$ cat src/rtl/mips_multicycle_ctrl_if.sv
// Control bus between the multi-cycle MIPS sequencer and the rest of the core.
//
// Carries the instruction fields and handshakes that come into the sequencer,
// the datapath controls it drives out, and the debug view of its state.
//
// Handshake rules:
//   mem_ready : the memory finishes the current read/write in the cycle it is
//               high. The sequencer acts on it only in FETCH, MEMRD and MEMWR
//               and ignores it in every other state.
//   md_start  : one-cycle pulse that starts the mult/div unit.
//   md_done   : one-cycle pulse from the mult/div unit. The sequencer acts on
//               it only in MDWAIT and ignores it in every other state.
//   illegal, bus_err : one-cycle registered pulses.
//
// Modports:
//   master : the sequencer (receives IR fields and handshakes, drives controls)
//   slave  : the instruction register / datapath / memory / mult-div side
interface mips_multicycle_ctrl_if;
  logic [5:0] opCode;
  logic [5:0] funct;
  logic       mem_ready;
  logic       md_done;
  logic       zero;

  logic       PCWrite;
  logic       PCWriteCond;
  logic       IorD;
  logic       IRWrite;
  logic       MemRead;
  logic       MemWrite;
  logic       MemtoReg;
  logic       RegDst;
  logic       RegWrite;
  logic       ALUSrcA;
  logic [1:0] ALUSrcB;
  logic [1:0] ALUOp;
  logic [1:0] PCSource;
  logic       md_start;
  logic       illegal;
  logic       bus_err;
  logic [3:0] state_o;

  modport master (
    input  opCode, funct, mem_ready, md_done, zero,
    output PCWrite, PCWriteCond, IorD, IRWrite, MemRead, MemWrite,
           MemtoReg, RegDst, RegWrite, ALUSrcA, ALUSrcB, ALUOp, PCSource,
           md_start, illegal, bus_err, state_o
  );

  modport slave (
    output opCode, funct, mem_ready, md_done, zero,
    input  PCWrite, PCWriteCond, IorD, IRWrite, MemRead, MemWrite,
           MemtoReg, RegDst, RegWrite, ALUSrcA, ALUSrcB, ALUOp, PCSource,
           md_start, illegal, bus_err, state_o
  );
endinterface

$ cat src/rtl/mips_multicycle_ctrl.sv
// Multi-cycle Moore sequencer for the 32-bit MIPS core.
//
// It steps each instruction through FETCH / DECODE / execute / writeback
// states and drives the datapath mux selects, ALU op and write strobes from
// the current state. It waits on mem_ready for memory accesses and on md_done
// for mult/div. If a wait runs too long, it raises bus_err and aborts to FETCH.
//
// Ports:
//   clk   : rising-edge clock
//   rst_n : asynchronous active-low reset
//   bus   : mips_multicycle_ctrl_if.master (IR fields, handshakes,
//           datapath controls, illegal/bus_err pulses, state_o debug)
//
// Parameters:
//   MEM_TMO : number of cycles to wait for mem_ready before bus_err
//   MD_TMO  : number of cycles to wait for md_done before bus_err
module mips_multicycle_ctrl #(
  parameter int MEM_TMO = 16,
  parameter int MD_TMO  = 40
) (
  input logic                   clk,
  input logic                   rst_n,
  mips_multicycle_ctrl_if.master bus
);

  typedef enum logic [3:0] {
    S_FETCH   = 4'd0,
    S_DECODE  = 4'd1,
    S_MEMADR  = 4'd2,
    S_MEMRD   = 4'd3,
    S_MEMWB   = 4'd4,
    S_MEMWR   = 4'd5,
    S_EXEC    = 4'd6,
    S_RWB     = 4'd7,
    S_BRANCH  = 4'd8,
    S_JUMP    = 4'd9,
    S_ADDIEX  = 4'd10,
    S_IWB     = 4'd11,
    S_MDSTART = 4'd12,
    S_MDWAIT  = 4'd13
  } state_t;

  localparam int TMO_MAX = (MD_TMO > MEM_TMO) ? MD_TMO : MEM_TMO;
  localparam int CW      = $clog2(TMO_MAX) + 1;
  localparam logic [CW-1:0] MEM_LIM = CW'(MEM_TMO - 1);
  localparam logic [CW-1:0] MD_LIM  = CW'(MD_TMO - 1);

  state_t        state;
  state_t        state_next;
  logic [CW-1:0] tmo_cnt;
  logic          tmo_hit;
  logic          bad_op;
  logic          illegal_q;
  logic          bus_err_q;

  logic is_lw, is_sw, is_rtype, is_md, is_beq, is_j, is_addi;

  assign is_lw    = (bus.opCode == 6'b100011);
  assign is_sw    = (bus.opCode == 6'b101011);
  assign is_rtype = (bus.opCode == 6'b000000);
  assign is_md    = is_rtype && ((bus.funct == 6'b011000) || (bus.funct == 6'b011010));
  assign is_beq   = (bus.opCode == 6'b000100);
  assign is_j     = (bus.opCode == 6'b000010);
  assign is_addi  = (bus.opCode == 6'b001000);

  // Next-state logic. In the wait states the handshake is tested before the
  // limit, so a handshake in the same cycle as the limit completes normally.
  always_comb begin
    state_next = state;
    tmo_hit    = 1'b0;
    bad_op     = 1'b0;
    case (state)
      S_FETCH: begin
        if (bus.mem_ready)           state_next = S_DECODE;
        else if (tmo_cnt >= MEM_LIM) tmo_hit    = 1'b1;
      end
      S_DECODE: begin
        if (is_lw || is_sw)  state_next = S_MEMADR;
        else if (is_md)      state_next = S_MDSTART;
        else if (is_rtype)   state_next = S_EXEC;
        else if (is_beq)     state_next = S_BRANCH;
        else if (is_j)       state_next = S_JUMP;
        else if (is_addi)    state_next = S_ADDIEX;
        else begin
          bad_op     = 1'b1;
          state_next = S_FETCH;
        end
      end
      S_MEMADR: state_next = is_lw ? S_MEMRD : S_MEMWR;
      S_MEMRD: begin
        if (bus.mem_ready)           state_next = S_MEMWB;
        else if (tmo_cnt >= MEM_LIM) tmo_hit    = 1'b1;
      end
      S_MEMWB: state_next = S_FETCH;
      S_MEMWR: begin
        if (bus.mem_ready)           state_next = S_FETCH;
        else if (tmo_cnt >= MEM_LIM) tmo_hit    = 1'b1;
      end
      S_EXEC:    state_next = S_RWB;
      S_RWB:     state_next = S_FETCH;
      S_BRANCH:  state_next = S_FETCH;
      S_JUMP:    state_next = S_FETCH;
      S_ADDIEX:  state_next = S_IWB;
      S_IWB:     state_next = S_FETCH;
      S_MDSTART: state_next = S_MDWAIT;
      S_MDWAIT: begin
        if (bus.md_done)            state_next = S_FETCH;
        else if (tmo_cnt >= MD_LIM) tmo_hit    = 1'b1;
      end
      default:   state_next = S_FETCH;
    endcase
    if (tmo_hit) state_next = S_FETCH;
  end

  // Only the wait states keep the same state across a clock edge, so the
  // counter advances only while waiting. It is cleared on every transition
  // and on a timeout abort. An abort from FETCH stays in FETCH, so the abort
  // must clear the counter too, or it would time out again on the next cycle.
  always_ff @(posedge clk or negedge rst_n) begin
    if (!rst_n) begin
      state     <= S_FETCH;
      tmo_cnt   <= '0;
      illegal_q <= 1'b0;
      bus_err_q <= 1'b0;
    end else begin
      state     <= state_next;
      illegal_q <= bad_op;
      bus_err_q <= tmo_hit;
      if ((state_next != state) || tmo_hit) tmo_cnt <= '0;
      else if (tmo_cnt != '1)               tmo_cnt <= tmo_cnt + CW'(1);
    end
  end

  // Moore outputs, decoded from the state alone. The exception is FETCH:
  // there, IRWrite and PCWrite follow mem_ready so that the instruction and
  // PC+4 are captured in the cycle the read completes.
  // zero is not used here: the datapath gates PCWriteCond with it.
  always_comb begin
    bus.PCWrite     = 1'b0;
    bus.PCWriteCond = 1'b0;
    bus.IorD        = 1'b0;
    bus.IRWrite     = 1'b0;
    bus.MemRead     = 1'b0;
    bus.MemWrite    = 1'b0;
    bus.MemtoReg    = 1'b0;
    bus.RegDst      = 1'b0;
    bus.RegWrite    = 1'b0;
    bus.ALUSrcA     = 1'b0;
    bus.ALUSrcB     = 2'b00;
    bus.ALUOp       = 2'b00;
    bus.PCSource    = 2'b00;
    bus.md_start    = 1'b0;
    case (state)
      S_FETCH: begin
        bus.MemRead = 1'b1;
        bus.ALUSrcB = 2'b01;
        bus.IRWrite = bus.mem_ready;
        bus.PCWrite = bus.mem_ready;
      end
      S_DECODE:  bus.ALUSrcB = 2'b11;
      S_MEMADR: begin
        bus.ALUSrcA = 1'b1;
        bus.ALUSrcB = 2'b10;
      end
      S_MEMRD: begin
        bus.MemRead = 1'b1;
        bus.IorD    = 1'b1;
      end
      S_MEMWB: begin
        bus.MemtoReg = 1'b1;
        bus.RegWrite = 1'b1;
      end
      S_MEMWR: begin
        bus.MemWrite = 1'b1;
        bus.IorD     = 1'b1;
      end
      S_EXEC: begin
        bus.ALUSrcA = 1'b1;
        bus.ALUOp   = 2'b11;
      end
      S_RWB: begin
        bus.RegDst   = 1'b1;
        bus.RegWrite = 1'b1;
      end
      S_BRANCH: begin
        bus.ALUSrcA     = 1'b1;
        bus.ALUOp       = 2'b01;
        bus.PCWriteCond = 1'b1;
        bus.PCSource    = 2'b01;
      end
      S_JUMP: begin
        bus.PCWrite  = 1'b1;
        bus.PCSource = 2'b10;
      end
      S_ADDIEX: begin
        bus.ALUSrcA = 1'b1;
        bus.ALUSrcB = 2'b10;
        bus.ALUOp   = 2'b10;
      end
      S_IWB:     bus.RegWrite = 1'b1;
      S_MDSTART: begin
        bus.md_start = 1'b1;
        bus.ALUSrcA  = 1'b1;
      end
      default: ;
    endcase
  end

  assign bus.illegal = illegal_q;
  assign bus.bus_err = bus_err_q;
  assign bus.state_o = state;

endmodule
$ cat src/flat_wrapper.sv
// flat-port wrapper written by rule: the top's interface ports become plain ports
module mips_multicycle_ctrl_flat 
#(
  parameter int MEM_TMO = 16,
  parameter int MD_TMO  = 40
)
  (clk, rst_n, bus_opCode, bus_funct, bus_mem_ready, bus_md_done, bus_zero, bus_PCWrite, bus_PCWriteCond, bus_IorD, bus_IRWrite, bus_MemRead, bus_MemWrite, bus_MemtoReg, bus_RegDst, bus_RegWrite, bus_ALUSrcA, bus_ALUSrcB, bus_ALUOp, bus_PCSource, bus_md_start, bus_illegal, bus_bus_err, bus_state_o);
  mips_multicycle_ctrl_if bus_i ();
  input logic clk;
  input logic rst_n;
  input wire logic [$bits(bus_i.opCode)-1:0] bus_opCode;
  input wire logic [$bits(bus_i.funct)-1:0] bus_funct;
  input wire logic [$bits(bus_i.mem_ready)-1:0] bus_mem_ready;
  input wire logic [$bits(bus_i.md_done)-1:0] bus_md_done;
  input wire logic [$bits(bus_i.zero)-1:0] bus_zero;
  output wire logic [$bits(bus_i.PCWrite)-1:0] bus_PCWrite;
  output wire logic [$bits(bus_i.PCWriteCond)-1:0] bus_PCWriteCond;
  output wire logic [$bits(bus_i.IorD)-1:0] bus_IorD;
  output wire logic [$bits(bus_i.IRWrite)-1:0] bus_IRWrite;
  output wire logic [$bits(bus_i.MemRead)-1:0] bus_MemRead;
  output wire logic [$bits(bus_i.MemWrite)-1:0] bus_MemWrite;
  output wire logic [$bits(bus_i.MemtoReg)-1:0] bus_MemtoReg;
  output wire logic [$bits(bus_i.RegDst)-1:0] bus_RegDst;
  output wire logic [$bits(bus_i.RegWrite)-1:0] bus_RegWrite;
  output wire logic [$bits(bus_i.ALUSrcA)-1:0] bus_ALUSrcA;
  output wire logic [$bits(bus_i.ALUSrcB)-1:0] bus_ALUSrcB;
  output wire logic [$bits(bus_i.ALUOp)-1:0] bus_ALUOp;
  output wire logic [$bits(bus_i.PCSource)-1:0] bus_PCSource;
  output wire logic [$bits(bus_i.md_start)-1:0] bus_md_start;
  output wire logic [$bits(bus_i.illegal)-1:0] bus_illegal;
  output wire logic [$bits(bus_i.bus_err)-1:0] bus_bus_err;
  output wire logic [$bits(bus_i.state_o)-1:0] bus_state_o;
  assign bus_i.opCode = bus_opCode;
  assign bus_i.funct = bus_funct;
  assign bus_i.mem_ready = bus_mem_ready;
  assign bus_i.md_done = bus_md_done;
  assign bus_i.zero = bus_zero;
  assign bus_PCWrite = bus_i.PCWrite;
  assign bus_PCWriteCond = bus_i.PCWriteCond;
  assign bus_IorD = bus_i.IorD;
  assign bus_IRWrite = bus_i.IRWrite;
  assign bus_MemRead = bus_i.MemRead;
  assign bus_MemWrite = bus_i.MemWrite;
  assign bus_MemtoReg = bus_i.MemtoReg;
  assign bus_RegDst = bus_i.RegDst;
  assign bus_RegWrite = bus_i.RegWrite;
  assign bus_ALUSrcA = bus_i.ALUSrcA;
  assign bus_ALUSrcB = bus_i.ALUSrcB;
  assign bus_ALUOp = bus_i.ALUOp;
  assign bus_PCSource = bus_i.PCSource;
  assign bus_md_start = bus_i.md_start;
  assign bus_illegal = bus_i.illegal;
  assign bus_bus_err = bus_i.bus_err;
  assign bus_state_o = bus_i.state_o;
  mips_multicycle_ctrl #(.MEM_TMO(MEM_TMO), .MD_TMO(MD_TMO)) u_core (.clk(clk), .rst_n(rst_n), .bus(bus_i));
endmodule
$ cat config.mk
export PLATFORM = sky130hd
export DESIGN_NAME = mips_multicycle_ctrl_flat
export DESIGN_NICKNAME = d
export VERILOG_FILES = /design/src/rtl/mips_multicycle_ctrl_if.sv /design/src/rtl/mips_multicycle_ctrl.sv /design/src/flat_wrapper.sv
export SDC_FILE = /design/constraint.sdc
export NUM_CORES = 1
export LEC_CHECK = 0
export BUFFER_PORTS_ARGS = -buffer_cell sky130_fd_sc_hd__buf_2
export CORE_MARGIN = 2
export CORE_UTILIZATION = 55
export CTS_CLUSTER_SIZE = 8
export DETAILED_ROUTE_END_ITERATION = 12
export PLACE_DENSITY = 0.94
export SYNTH_ARGS = -nofsm -noshare
export SYNTH_HDL_FRONTEND = slang
export SYNTH_SLANG_ARGS = --single-unit
$ cat constraint.sdc
create_clock -name clk -period 5.1 [get_ports clk]
set_input_delay 0.51 -clock clk [delete_from_list [all_inputs] [get_ports clk]]
set_output_delay 0.51 -clock clk [all_outputs]
set_load 0.02 [all_outputs]
==> run metrics <==
drt wl/cell=16.4 um; initial antenna violation count=0; IO Count=40; Logic pwr share=0.375; synth warn=0; TritonCTS clock tree=built; WP data required=4.59 ns; Chip Width=52.4 um; layout cell share with drive strength beyond 1=0.301; clock slew at reported path FFs=0.09 ns; number of inserted diodes=0; Die Y-Extent=52.4 um; Syn Nets=169; Starting Density=0.581; synth unique cells=59; DRC=0; min cycle time layout=2.59 ns; top post-synthesis cells by count=nor2_1 (16), a21oi_1 (13), dfrtp_1 (13); Finished Layout Cells=211; count of final hold-check violations=0; r2r setup slk=2.52 ns; placed insts=207; Synth Instances=151; wire length of the first global-routing pass=5550 um; post-CTS resize count=0; vias in the first global route=1324; ys async rst share=1.00; number of flops mapped to enable cells by yosys=0; clk buf depth=2; IO buf count=37; reg2reg end=u_core.tmo_cnt[5]$_DFFE_PN0P_; vias=1402; sw frac=0.405; final worst path period share=0.507; peak fanout along the critical path=19; status=finished clean; RSZ-0062 raised after global routing=no; Mean Syn Cell Area=8.52 um^2; GP Congestion=0.853; Setup CP Type=flip-flop to output pin; CTS buffer count=3; Clock Latency Late Sink=0.28 ns; Post-synth top flop=dfrtp_1; largest cells by area after synthesis=dfrtp_1 (25%), a21oi_1 (5.1%), nor2_1 (4.7%); HPWL Detailed=2520 um; RR Startpoint=u_core.bus.state_o[2]$_DFF_PN0_; sequential share of the synthesized area=0.253; Leakage=0.000641 uW; DRT Pass-1 Iters=4; CP arrival=2.08 ns; internal power=189 uW; Worst VDD drop=0.173 mV; FP Rows=17; total core area=2210 um^2; clock skew=0.00469 ns; endpoint class of the critical path=output pin; largest net degree at the start of global routing=26; Sequential Power Share=0.420; DP Worst Slack=2.67 ns; count leader, synth=nor2_1; PwrDens=218 nW/um^2; root buf cell=clkbuf_4; Final ANT Viol Nets=0; max cap viols=0; Setup-failing EPs final=0; area delta synth->final=13.1%; Post-Syn Area=1290 um^2; Synth top area share=0.253; Reg2Reg Depth=5; Clock Sinks=13; Final Slew Violations=0; actual slew at the worst max-slew pin=0.801 ns; Remaining Overflow, GRT=0; fmax=387 MHz; Global Route Usage Sum=0.266; startpoint types=flip-flop; Net Sw Power=128 uW; DR iter-0 viols=55; Post-CTS Setup Bufs=0; total routed wirelength=3470 um; number of hold buffers added after cts=0; Max transition margin=0.466; die area=2740 um^2; FF+latch count, synth=13; clock share of power=0.205; DR vias/cell=6.64; Post-Route Setup TNS=0 ns; Final Worst Setup Slack=2.51 ns; Hold Path Class=primary input to asynchronous set/reset pin; area leader, netlist=dfrtp_1; H-tree levels=1; nets@finish=202
[kinds of logic (layout without fill, tap and decap cells)]
family,count (synthesis),after routing,share of synthesized area
flops,13,13,0.253
mux,3,3,0.0243
xor+xnor,5,5,0.0341
simple gates,69,69,0.315
fa+ha+maj,2,2,0.0175
other cells,1,1,0.00292
buf+inv,14,46,0.0759
compound gates,44,44,0.277
[area by class of cell]
cell class	instances	area (um^2)
Clock buffer	3	22.5
Clock inverter	1	5.00
Fill cell	194	757
Inverter	5	18.8
Multi-Input combinational cell	124	863
Sequential cell	13	325
Tap cell	28	35.0
Timing Repair Buffer	37	185
[layer usage]
layer | GRT usage | wire length (um) | share of wire | vias up
met3 | 0.0457 | 211 | 0.061 | 14
li1 | - | - | - | 648
met4 | 0.141 | 90 | 0.026 | 0
met1 | 0.300 | 1310 | 0.38 | 667
met2 | 0.469 | 1850 | 0.53 | 73
met5 | 0 | 0 | 0 | -
[registers in the layout, indices dropped and copies added (netlist names)]
signal / flops
u_core.tmo_cnt: 7
u_core.bus.illegal: 1
u_core.bus.state_o: 4
u_core.bus.bus_err: 1
[placed cells by master (no fill, tap or decap), types with 2 or more instances in the layout]
cell type,synthesis,final
buf_2,0,37
nor2_1,16,16
a21oi_1,13,13
dfrtp_1,13,13
nand2_1,7,7
nor3_1,7,7
nor4_1,7,7
nand3_1,5,5
inv_1,4,4
nand4_1,4,4
o21ai_0,4,4
nand2b_1,3,3
or3_1,3,3
a31oi_1,3,3
xor2_1,3,3
clkbuf_4,0,3
xnor2_1,2,2
and3_1,2,2
a211oi_1,2,2
o21bai_1,2,2
a2111oi_2,2,2
o211ai_1,2,2
nor4b_1,2,2
or2_2,2,2
mux2i_1,2,2
[power by group through the flow]
| stage | clock (uW) | sequential [uW] | combinational (uW) |
|---|---|---|---|
| 2_1_floorplan | 0 | 129 | 89.8 |
| 3_3_place_gp | 0 | 134 | 112 |
| 3_5_place_dp | 0 | 135 | 116 |
| 4_1_cts | 65.2 | 132 | 118 |
| 5_1_grt | 69.9 | 135 | 129 |
| 6_report | 64.9 | 133 | 119 |
[worst max path at each step]
stage | from | end | slack [ns] | cells after the start
2_1_floorplan | u_core.bus.state_o[2]$_DFF_PN0_ | bus_PCSource[0] | 2.84 | 4
3_3_place_gp | u_core.bus.state_o[2]$_DFF_PN0_ | u_core.tmo_cnt[5]$_DFFE_PN0P_ | 2.80 | 5
3_5_place_dp | u_core.bus.state_o[2]$_DFF_PN0_ | u_core.tmo_cnt[5]$_DFFE_PN0P_ | 2.67 | 5
4_1_cts | u_core.bus.state_o[3]$_DFF_PN0_ | bus_RegWrite | 2.54 | 5
5_1_grt | u_core.bus.state_o[2]$_DFF_PN0_ | u_core.tmo_cnt[3]$_DFFE_PN0P_ | 2.39 | 5
6_report | u_core.bus.state_o[3]$_DFF_PN0_ | bus_RegWrite | 2.51 | 5
[critical path: stages (launching register included)]
cell and delay (ns):
dfrtp_1 0.75, inv_1 0.22, nand2_1 0.25, nor3_1 0.09, or2_2 0.32, buf_2 0.16
[metrics by stage]
stage / instance area (um^2) / hold WS [ns] / total power [uW] / utilization
2_1_floorplan: 1290 / 0.214 / 218 / -
3_3_place_gp: 1430 / 0.397 / 246 / 0.645
3_5_place_dp: 1430 / 0.410 / 251 / 0.645
4_1_cts: 1460 / 0.108 / 315 / 0.658
5_1_grt: 1460 / 0.124 / 334 / 0.658
6_report: 1460 / 0.101 / 317 / 0.658
(Power assumes the default switching activity.)
